$ cat src/rtl/csr_trap_ctrl.sv
// SYSTEM-instruction sequencer between EXU and the CSR file: CSR read-modify-write,
// ecall and mret, with LSU drain, trap/return strobes and a PC redirect plus flush.
module csr_trap_ctrl #(
  parameter int unsigned XLEN        = 32,
  parameter int unsigned CSR_AW      = 12,
  parameter int unsigned ECALL_CAUSE = 11
) (
  input  logic              clk_i,
  input  logic              rst_i,
  input  logic              in_valid_i,
  output logic              in_ready_o,
  input  logic [XLEN-1:0]   pc_i,
  input  logic [2:0]        csr_op_i,
  input  logic              is_ecall_i,
  input  logic              is_mret_i,
  input  logic [CSR_AW-1:0] csr_addr_i,
  input  logic [4:0]        rs1_idx_i,
  input  logic [XLEN-1:0]   rs1_data_i,
  input  logic              lsu_busy_i,
  output logic [CSR_AW-1:0] csr_raddr_o,
  input  logic [XLEN-1:0]   csr_rdata_i,
  input  logic [XLEN-1:0]   mtvec_i,
  input  logic [XLEN-1:0]   mepc_i,
  output logic              csr_we_o,
  output logic [CSR_AW-1:0] csr_waddr_o,
  output logic [XLEN-1:0]   csr_wdata_o,
  output logic              ecall_o,
  output logic              mret_o,
  output logic [XLEN-1:0]   mepc_o,
  output logic [XLEN-1:0]   mcause_o,
  output logic              wb_valid_o,
  output logic [XLEN-1:0]   wb_data_o,
  input  logic              wb_ready_i,
  output logic              redirect_valid_o,
  output logic [XLEN-1:0]   redirect_pc_o,
  input  logic              redirect_ready_i,
  output logic              flush_o
);

  typedef enum logic [2:0] {
    S_IDLE,
    S_DRAIN,
    S_EXEC,
    S_WB,
    S_REDIR
  } state_t;

  state_t              state_q;
  logic [XLEN-1:0]     pc_q;
  logic [2:0]          op_q;
  logic                ecall_q;
  logic                mret_q;
  logic [CSR_AW-1:0]   addr_q;
  logic [4:0]          idx_q;
  logic [XLEN-1:0]     rs1_q;
  logic [XLEN-1:0]     old_q;
  logic [XLEN-1:0]     tgt_q;

  logic                exec_c;
  logic                is_csr_c;
  logic                csr_hit_c;
  logic                no_write_c;
  logic [XLEN-1:0]     old_c;
  logic [XLEN-1:0]     src_c;
  logic [XLEN-1:0]     wdata_c;

  // Decode of the latched instruction; only meaningful in EXEC.
  assign exec_c     = (state_q == S_EXEC);
  assign is_csr_c   = !ecall_q && !mret_q && (op_q != 3'd0);
  assign csr_hit_c  = (addr_q == CSR_AW'(12'h300)) || (addr_q == CSR_AW'(12'h305)) ||
                      (addr_q == CSR_AW'(12'h341)) || (addr_q == CSR_AW'(12'h342));
  assign old_c      = csr_hit_c ? csr_rdata_i : '0;
  assign src_c      = op_q[2] ? XLEN'(idx_q) : rs1_q;
  // Set/clear forms with rs1/zimm of zero must not write (read-only side effects).
  assign no_write_c = op_q[1] && (idx_q == 5'd0);

  always_comb begin
    wdata_c = old_c;
    case (op_q[1:0])
      2'b01:   wdata_c = src_c;
      2'b10:   wdata_c = old_c | src_c;
      2'b11:   wdata_c = old_c & ~src_c;
      default: wdata_c = old_c;
    endcase
  end

  assign csr_raddr_o      = addr_q;
  assign csr_waddr_o      = addr_q;
  assign csr_wdata_o      = wdata_c;
  assign csr_we_o         = exec_c && is_csr_c && csr_hit_c && (op_q[1:0] != 2'b00) && !no_write_c;
  assign ecall_o          = exec_c && ecall_q;
  assign mret_o           = exec_c && !ecall_q && mret_q;
  assign mepc_o           = ecall_o ? pc_q : '0;
  assign mcause_o         = ecall_o ? XLEN'(ECALL_CAUSE) : '0;
  assign in_ready_o       = (state_q == S_IDLE);
  assign wb_valid_o       = (state_q == S_WB);
  assign wb_data_o        = wb_valid_o ? old_q : '0;
  assign redirect_valid_o = (state_q == S_REDIR);
  assign flush_o          = redirect_valid_o;
  assign redirect_pc_o    = redirect_valid_o ? tgt_q : '0;

  always_ff @(posedge clk_i) begin
    if (!rst_i) begin
      state_q <= S_IDLE;
      pc_q    <= '0;
      op_q    <= '0;
      ecall_q <= 1'b0;
      mret_q  <= 1'b0;
      addr_q  <= '0;
      idx_q   <= '0;
      rs1_q   <= '0;
      old_q   <= '0;
      tgt_q   <= '0;
    end else begin
      case (state_q)
        S_IDLE: begin
          if (in_valid_i) begin
            pc_q    <= pc_i;
            op_q    <= csr_op_i;
            ecall_q <= is_ecall_i;
            mret_q  <= is_mret_i;
            addr_q  <= csr_addr_i;
            idx_q   <= rs1_idx_i;
            rs1_q   <= rs1_data_i;
            state_q <= lsu_busy_i ? S_DRAIN : S_EXEC;
          end
        end
        S_DRAIN: begin
          if (!lsu_busy_i) state_q <= S_EXEC;
        end
        S_EXEC: begin
          if (ecall_q) begin
            tgt_q   <= mtvec_i;
            state_q <= S_REDIR;
          end else if (mret_q) begin
            tgt_q   <= mepc_i;
            state_q <= S_REDIR;
          end else if (op_q != 3'd0) begin
            old_q   <= old_c;
            state_q <= S_WB;
          end else begin
            state_q <= S_IDLE;
          end
        end
        S_WB: begin
          if (wb_ready_i) state_q <= S_IDLE;
        end
        S_REDIR: begin
          if (redirect_ready_i) state_q <= S_IDLE;
        end
        default: state_q <= S_IDLE;
      endcase
    end
  end

endmodule

$ cat config.mk
export PLATFORM = sky130hd
export DESIGN_NAME = csr_trap_ctrl
export DESIGN_NICKNAME = d
export VERILOG_FILES = /design/src/rtl/csr_trap_ctrl.sv
export SDC_FILE = /design/constraint.sdc
export NUM_CORES = 1
export LEC_CHECK = 0
export CORE_ASPECT_RATIO = 0.5
export CORE_MARGIN = 4
export CORE_UTILIZATION = 40
export DETAILED_ROUTE_END_ITERATION = 12
export GPL_ROUTABILITY_DRIVEN = 0
export PLACE_DENSITY = 0.8
export RECOVER_POWER = 25
export SYNTH_ARGS = -nofsm -noshare
export SYNTH_HDL_FRONTEND = slang
export SYNTH_SLANG_ARGS = --single-unit
$ cat constraint.sdc
create_clock -name clk_i -period 1.9 [get_ports clk_i]
set_input_delay 0.19 -clock clk_i [delete_from_list [all_inputs] [get_ports clk_i]]
set_output_delay 0.19 -clock clk_i [all_outputs]
set_load 0.005 [all_outputs]
Yosys cells after proc, flatten, opt, wreduce, memory -nomap -nowiden
Cells that the tools add are included.
Widths: inputs -> output; s select.
{"block": "classes", "n_eq_ne": 15, "n_mux": 18, "n_bitwise": 5, "reduce_logical": 25}
{"op": "$mux 32", "count": 7}
{"op": "$pmux 32 s3", "count": 1}
{"op": "$eq 12x10->1 const B", "count": 4}
{"op": "$and 32x32->32", "count": 1}
{"op": "$not 32->32", "count": 1}
{"op": "$or 32x32->32", "count": 1}
{"op": "$mux 3", "count": 6}
{"op": "$pmux 3 s5", "count": 1}
{"op": "$logic_and 1x1->1", "count": 10}
{"op": "$reduce_and 4->1", "count": 2}
{"op": "$eq 3x2->1 const B", "count": 2}
{"op": "$logic_not 5->1", "count": 1}
{"op": "$eq 2x2->1 const B", "count": 2}
{"op": "$mux 2", "count": 2}
{"op": "$mux 4", "count": 1}
{"op": "$ne 2x1->1 const B", "count": 2}
{"op": "$ne 2x2->1 const B", "count": 2}
{"op": "$reduce_and 2->1", "count": 2}
{"op": "$reduce_bool 2->1", "count": 2}
{"op": "$eq 3x1->1 const B", "count": 1}
{"op": "$eq 3x3->1 const B", "count": 1}
{"op": "$logic_not 1->1", "count": 3}
{"op": "$logic_not 3->1", "count": 1}
{"op": "$logic_or 1x1->1", "count": 3}
{"op": "other kinds (3)", "count": 4}
{"block": "totals", "regBits": 153, "input_bits": 188, "out_inout_bits": 191, "elab_cells": 73}

Depth between registers and ports, before layout
{"block": "logic_depth", "ltp_word": 7, "mapped_depth": 8, "ltp_nobuf": 4}

Worst setup path after synthesis
No wires, ideal clock.
{"block": "synth_timing", "path_type": "register to output", "from": "register addr_q[3] (netlist: csr_raddr_o[3])", "to": "output csr_we_o", "t_arrival_ns": 1.728, "required_ns": 1.710, "slack_ns": -0.018, "stages_incl_launch_ff": 6, "path_buffers": 1, "cell_sequence": "dfxtp_1 or4_4 nor4_4 and2_1 buf_2 nor4b_1"}
{"block": "synth_between", "elab_chain_len": 7, "word_cells_on_any_way": 10, "classes_between": "eq/ne: 4; reduce/logical: 6"}
{"element": "from (decl)", "line": "53", "source": "logic [CSR_AW-1:0] addr_q;"}
{"element": "from (signal assigned)", "line": "122", "source": "addr_q <= csr_addr_i;"}
{"element": "$eq 12x10->1", "line": "70", "source": "assign csr_hit_c = (addr_q == CSR_AW'(12'h300)) || (addr_q == CSR_AW'(12'h305)) ||"}
{"element": "$logic_or 1x1->1 (2 in series)", "line": "70"}
{"element": "$logic_or 1x1->1 (*)", "line": "71", "source": "(addr_q == CSR_AW'(12'h341)) || (addr_q == CSR_AW'(12'h342));"}
{"element": "$logic_and 1x1->1 (*) (3 in series)", "line": "90", "source": "assign csr_we_o = exec_c && is_csr_c && csr_hit_c && (op_q[1:0] != 2'b00) && !no_write_c;"}
{"element": "to (decl)", "line": "24", "source": "output logic csr_we_o,"}
Mark *: on every way between the ends. The rest lies on a longest branch, timed or not.

Final worst setup path
{"block": "layout_timing", "from": "register addr_q[3] (netlist: csr_raddr_o[3])", "to": "output csr_wdata_o[4]"}
{"block": "layout_between", "elab_chain_len": 7, "word_cells_on_any_way": 11, "classes_between": "eq/ne: 4; mux: 2; bitwise: 2; reduce/logical: 3"}
{"element": "$eq 12x10->1", "line": "70"}
{"element": "$logic_or 1x1->1 (2 in series)", "line": "70"}
{"element": "$logic_or 1x1->1 (*)", "line": "71"}
{"element": "$mux 32 (*)", "line": "72", "source": "assign old_c = csr_hit_c ? csr_rdata_i : '0;"}
{"element": "$and 32x32->32 or $or 32x32->32 (tied branches)", "line": "82, 81"}
{"element": "$pmux 32 s3 (*)", "line": "79", "source": "case (op_q[1:0])"}
{"element": "to (decl)", "line": "26", "source": "output logic [XLEN-1:0] csr_wdata_o,"}
Marked as above.

==> Flow_metrics.wiki <==
{| class="wikitable"
! Metric !! Value
|-
| Headroom to the max-slew limit || 53.1%
|-
| Finished Cell Area || 0.0139 mm^2
|-
| Leading cell types by total area after synthesis || dfxtp_1 40%, nand2_1 9.0%, a21oi_1 7.4%
|-
| Worst skew pair latency || 0.42 ns
|-
| Flip-flop and latch count after synthesis || 153
|-
| I/O pin cnt || 379
|-
| Number of cells on the worst hold path || 3
|-
| Source of the worst register-to-register timing path || csr_raddr_o[3]
|-
| Number of warnings reported in the yosys synthesis log || 0
|-
| CP Launch Type || register
|-
| Total count of hold-check failures in the final report || 0
|-
| Number of global-route vias before repair || 8580
|-
| Average routed wire per standard cell || 21.5 um
|-
| Clock power share || 34.8%
|-
| Residual DRC || 0
|-
| Fraction of synthesis flops using an asynchronous set or reset pin || 0%
|-
| Combinational cell fraction of total power || 28.7%
|-
| TritonCTS clock tree || done
|-
| Total wirelength of the detailed-routed design || around 35000 um
|-
| Number of maximum-capacitance violations || 0
|-
| Share of the synthesized area in the top cell type || 40.2%
|-
| Post-route antenna net violation count || 0
|-
| Actual slew at the worst max-slew pin || 0.695 ns
|-
| Total Routing Usage GR || 27.9%
|-
| Leakage power figure || 5.65 nW
|-
| NetSw || 3.08 mW
|-
| Power density over the cells || just over 700 mW/mm^2
|-
| Maximum number of pins on one net before global-route repair || 67
|-
| Number of distinct standard cells referenced by the synthesized netlist || 39
|-
| Final cycle utilization of the critical path || 131%
|-
| Crit path capture type || primary output
|-
| Via count || 8776
|-
| Fmax || between 400 and 500 MHz
|-
| Post-Layout Cell Count || about 1600
|-
| HPWL after detailed placement || slightly above 20000 um
|-
| Maximum count of clock buffers along a single path || 2
|-
| Setup repair after global routing missed its margin || true
|-
| Floorplan die height || 106 um
|-
| Mapped Area || ~0.0076 mm^2
|-
| Number of placed instances with taps included || roughly 1500
|-
| Type of the setup path with the least slack || register to primary output
|-
| Setup slack of the worst register-to-register path || -0.54 ns
|-
| Outcome || finished, violations left
|-
| Initial cell density of the core || 41.1%
|-
| Global-route wire length before repair || 47700 um
|-
| Number of H-tree levels || 4
|-
| Arrival time of the worst setup path || 2.30 ns
|-
| Proportion of synthesized chip area in sequential cells || 40.2%
|-
| Worst setup slack after placement || -0.424 ns
|-
| Synth-to-layout area growth || 82.0%
|-
| Cell type contributing the most total cell area after synthesis || dfxtp_1
|-
| Cell count after synthesis || 944
|-
| Number of enable-type register cells in the synthesized netlist || 0
|-
| Clock root buffer || clkbuf_16
|-
| Number of fillers in the final layout || 1249
|-
| Max-slew violation count || 0
|-
| Required time reported for the critical path endpoint || 1.71 ns
|-
| Number of buffers inserted by port buffering || 349
|-
| Reg2reg end || old_q[31]
|-
| Per-instance average area after synthesis || 8.08 um^2
|-
| Smallest setup slack after layout || -0.591 ns
|-
| Most frequently used cell type in the post-synthesis netlist || nand2_1
|-
| TritonCTS buffer count || 17
|-
| Most instantiated flip-flop cell in the synthesis netlist || dfxtp_1
|-
| Post-placement cell area || 0.0114 mm^2
|-
| Final worst hold slack || 0.314 ns
|-
| Min-Delay Path Class || primary input to register
|-
| Total number of placement rows || 35
|-
| Hold worst-path end || csr_raddr_o[11]
|-
| CTS clock-pin slew for the worst setup and hold paths || 0.07 ns
|-
| Number of cells on the worst reg-to-reg path || 12
|-
| Peak VDD IR || ~760 uV
|-
| Finished Core Util || 74.8%
|-
| Antenna violations before repair || 0
|-
| Sum of overflow across all layers after global routing || 0
|-
| Total chip power || 9.97 mW
|-
| X dimension of the die || 203 um
|-
| Drt initial violations || 601
|-
| Leading cell types by count after synthesis || 183 x nand2_1, 153 x dfxtp_1, 113 x a21oi_1
|-
| Setup TNS after final layout || -45.37 ns
|-
| Fraction of layout cells with a size suffix above 1 || 35.1%
|-
| Drt first pass iters || 5
|-
| Number of sinks driven by the clock tree || ~150
|-
| Final setup violation count || 183
|-
| Switching portion of total power || approximately 31%
|-
| Number of diodes || 0
|-
| Final worst path period need || 2.49 ns
|-
| Placeable Area || 0.0186 mm^2
|-
| Violations in the final reports || setup timing
|-
| Total die area || 0.0215 mm^2
|-
| Worst Clk Skew || around 0.011 ns
|-
| Net count reported at finish || 1530
|-
| Sequential Power Share || 36.5%
|-
| Beginning of the worst hold path || csr_addr_i[11]
|-
| Internal || 6.90 mW
|-
| Crit-path max FO || 6
|-
| Via count normalized by instance count || 5.44
|}
-- final cells by class --
cell class                 instances  area, um^2  area share, %
sequential                       153        3070           22.1
inverter                          11        45.0          0.324
timing repair buffer             481        5210           37.6
multi-input combinational        678        4630           33.3
clock inverter                    12         141           1.02
tap                              259         324           2.33
clock buffer                      20         457           3.29
-- cell families (layout without fill, tap and decap cells) --
| logic type | count (synthesis) | in the layout | share of synthesized area [%] |
|---|---|---|---|
| xor gates and xnor gates | 26 | 26 | 2.99 |
| other | 1 | 29 | 0.0492 |
| and+or+nand+nor | 361 | 361 | 22.8 |
| buffers and inverters | 141 | 524 | 9.83 |
| muxes | 37 | 37 | 4.86 |
| AOI/OAI and AO/OA | 225 | 225 | 19.3 |
| DFF | 153 | 153 | 40.2 |
-- placed cells by master, fill, tap and decap left out, drive strengths merged, types with 6 or more instances in the layout --
master         instances
mux2i                 37
a211oi                33
a32oi                 19
buf                  256
xor2                   6
conb                  29
o21ai                  9
a32o                   8
a22o                  32
nor2b                 21
dlygate4sd3           14
xnor2                 20
dfxtp                153
clkdlybuf4s50        197
a21oi                113
nand2                183
inv                   12
clkbuf                33
nor2                  43
and3                  33
and2                  68
-- registers in the layout, summed over array words and instances, names as in the netlist --
register / count
tgt_q: 32
csr_raddr_o: 12
op_q: 3
idx_q: 5
rs1_q: 32
ecall_q: 1
state_q: 3
old_q: 32
mret_q: 1
pc_q: 32
-- what timing repair did --
item	4_1_cts	5_1_grt
pin swaps	44	75
setup buffers	48	33
setup endpoints to repair	170	203
resized for setup	584	325
hold buffers	0	0
cloned	20	9
-- per-layer routing --
layer | up-vias | global-route usage [%] | wire, um
met1 | 4276 | 32.3 | 13300
met3 | 116 | 5.72 | 2200
met4 | 0 | 12.8 | 1630
met2 | 416 | 49.7 | 17700
met5 | - | 0 | 0
li1 | 3968 | - | -
-- power groups by stage --
stage          Sequential, mW  Combinational, mW  Clock (mW)
2_1_floorplan            3.62               1.19           0
3_5_place_dp             3.67               2.22           0
3_3_place_gp             3.66               2.17           0
5_1_grt                  3.66               3.03        3.63
4_1_cts                  3.61               2.65        3.47
6_report                 3.64               2.86        3.47
-- critical path, cell delays in order, from the launching register on --
cell and delay (ns):
dfxtp_2 0.32, or4_4 0.54, nor4_4 0.15, buf_4 0.17, buf_6 0.10, buf_8 0.12, buf_16 0.12, a31oi_2 0.09
a21oi_1 0.12, buf_2 0.14
-- worst max-delay path by stage --
stage	slack, ns	depth (start not counted)	end	start
after floorplan	0.05	5	csr_we_o	csr_raddr_o[3]
after global placement	-0.36	6	csr_wdata_o[23]	csr_raddr_o[3]
after detailed placement	-0.42	6	csr_wdata_o[27]	csr_raddr_o[3]
after CTS	-0.63	9	csr_wdata_o[20]	csr_raddr_o[7]
after global routing	-0.66	9	csr_wdata_o[14]	csr_raddr_o[3]
final	-0.59	9	csr_wdata_o[4]	csr_raddr_o[3]
(Power assumes the default switching activity.)
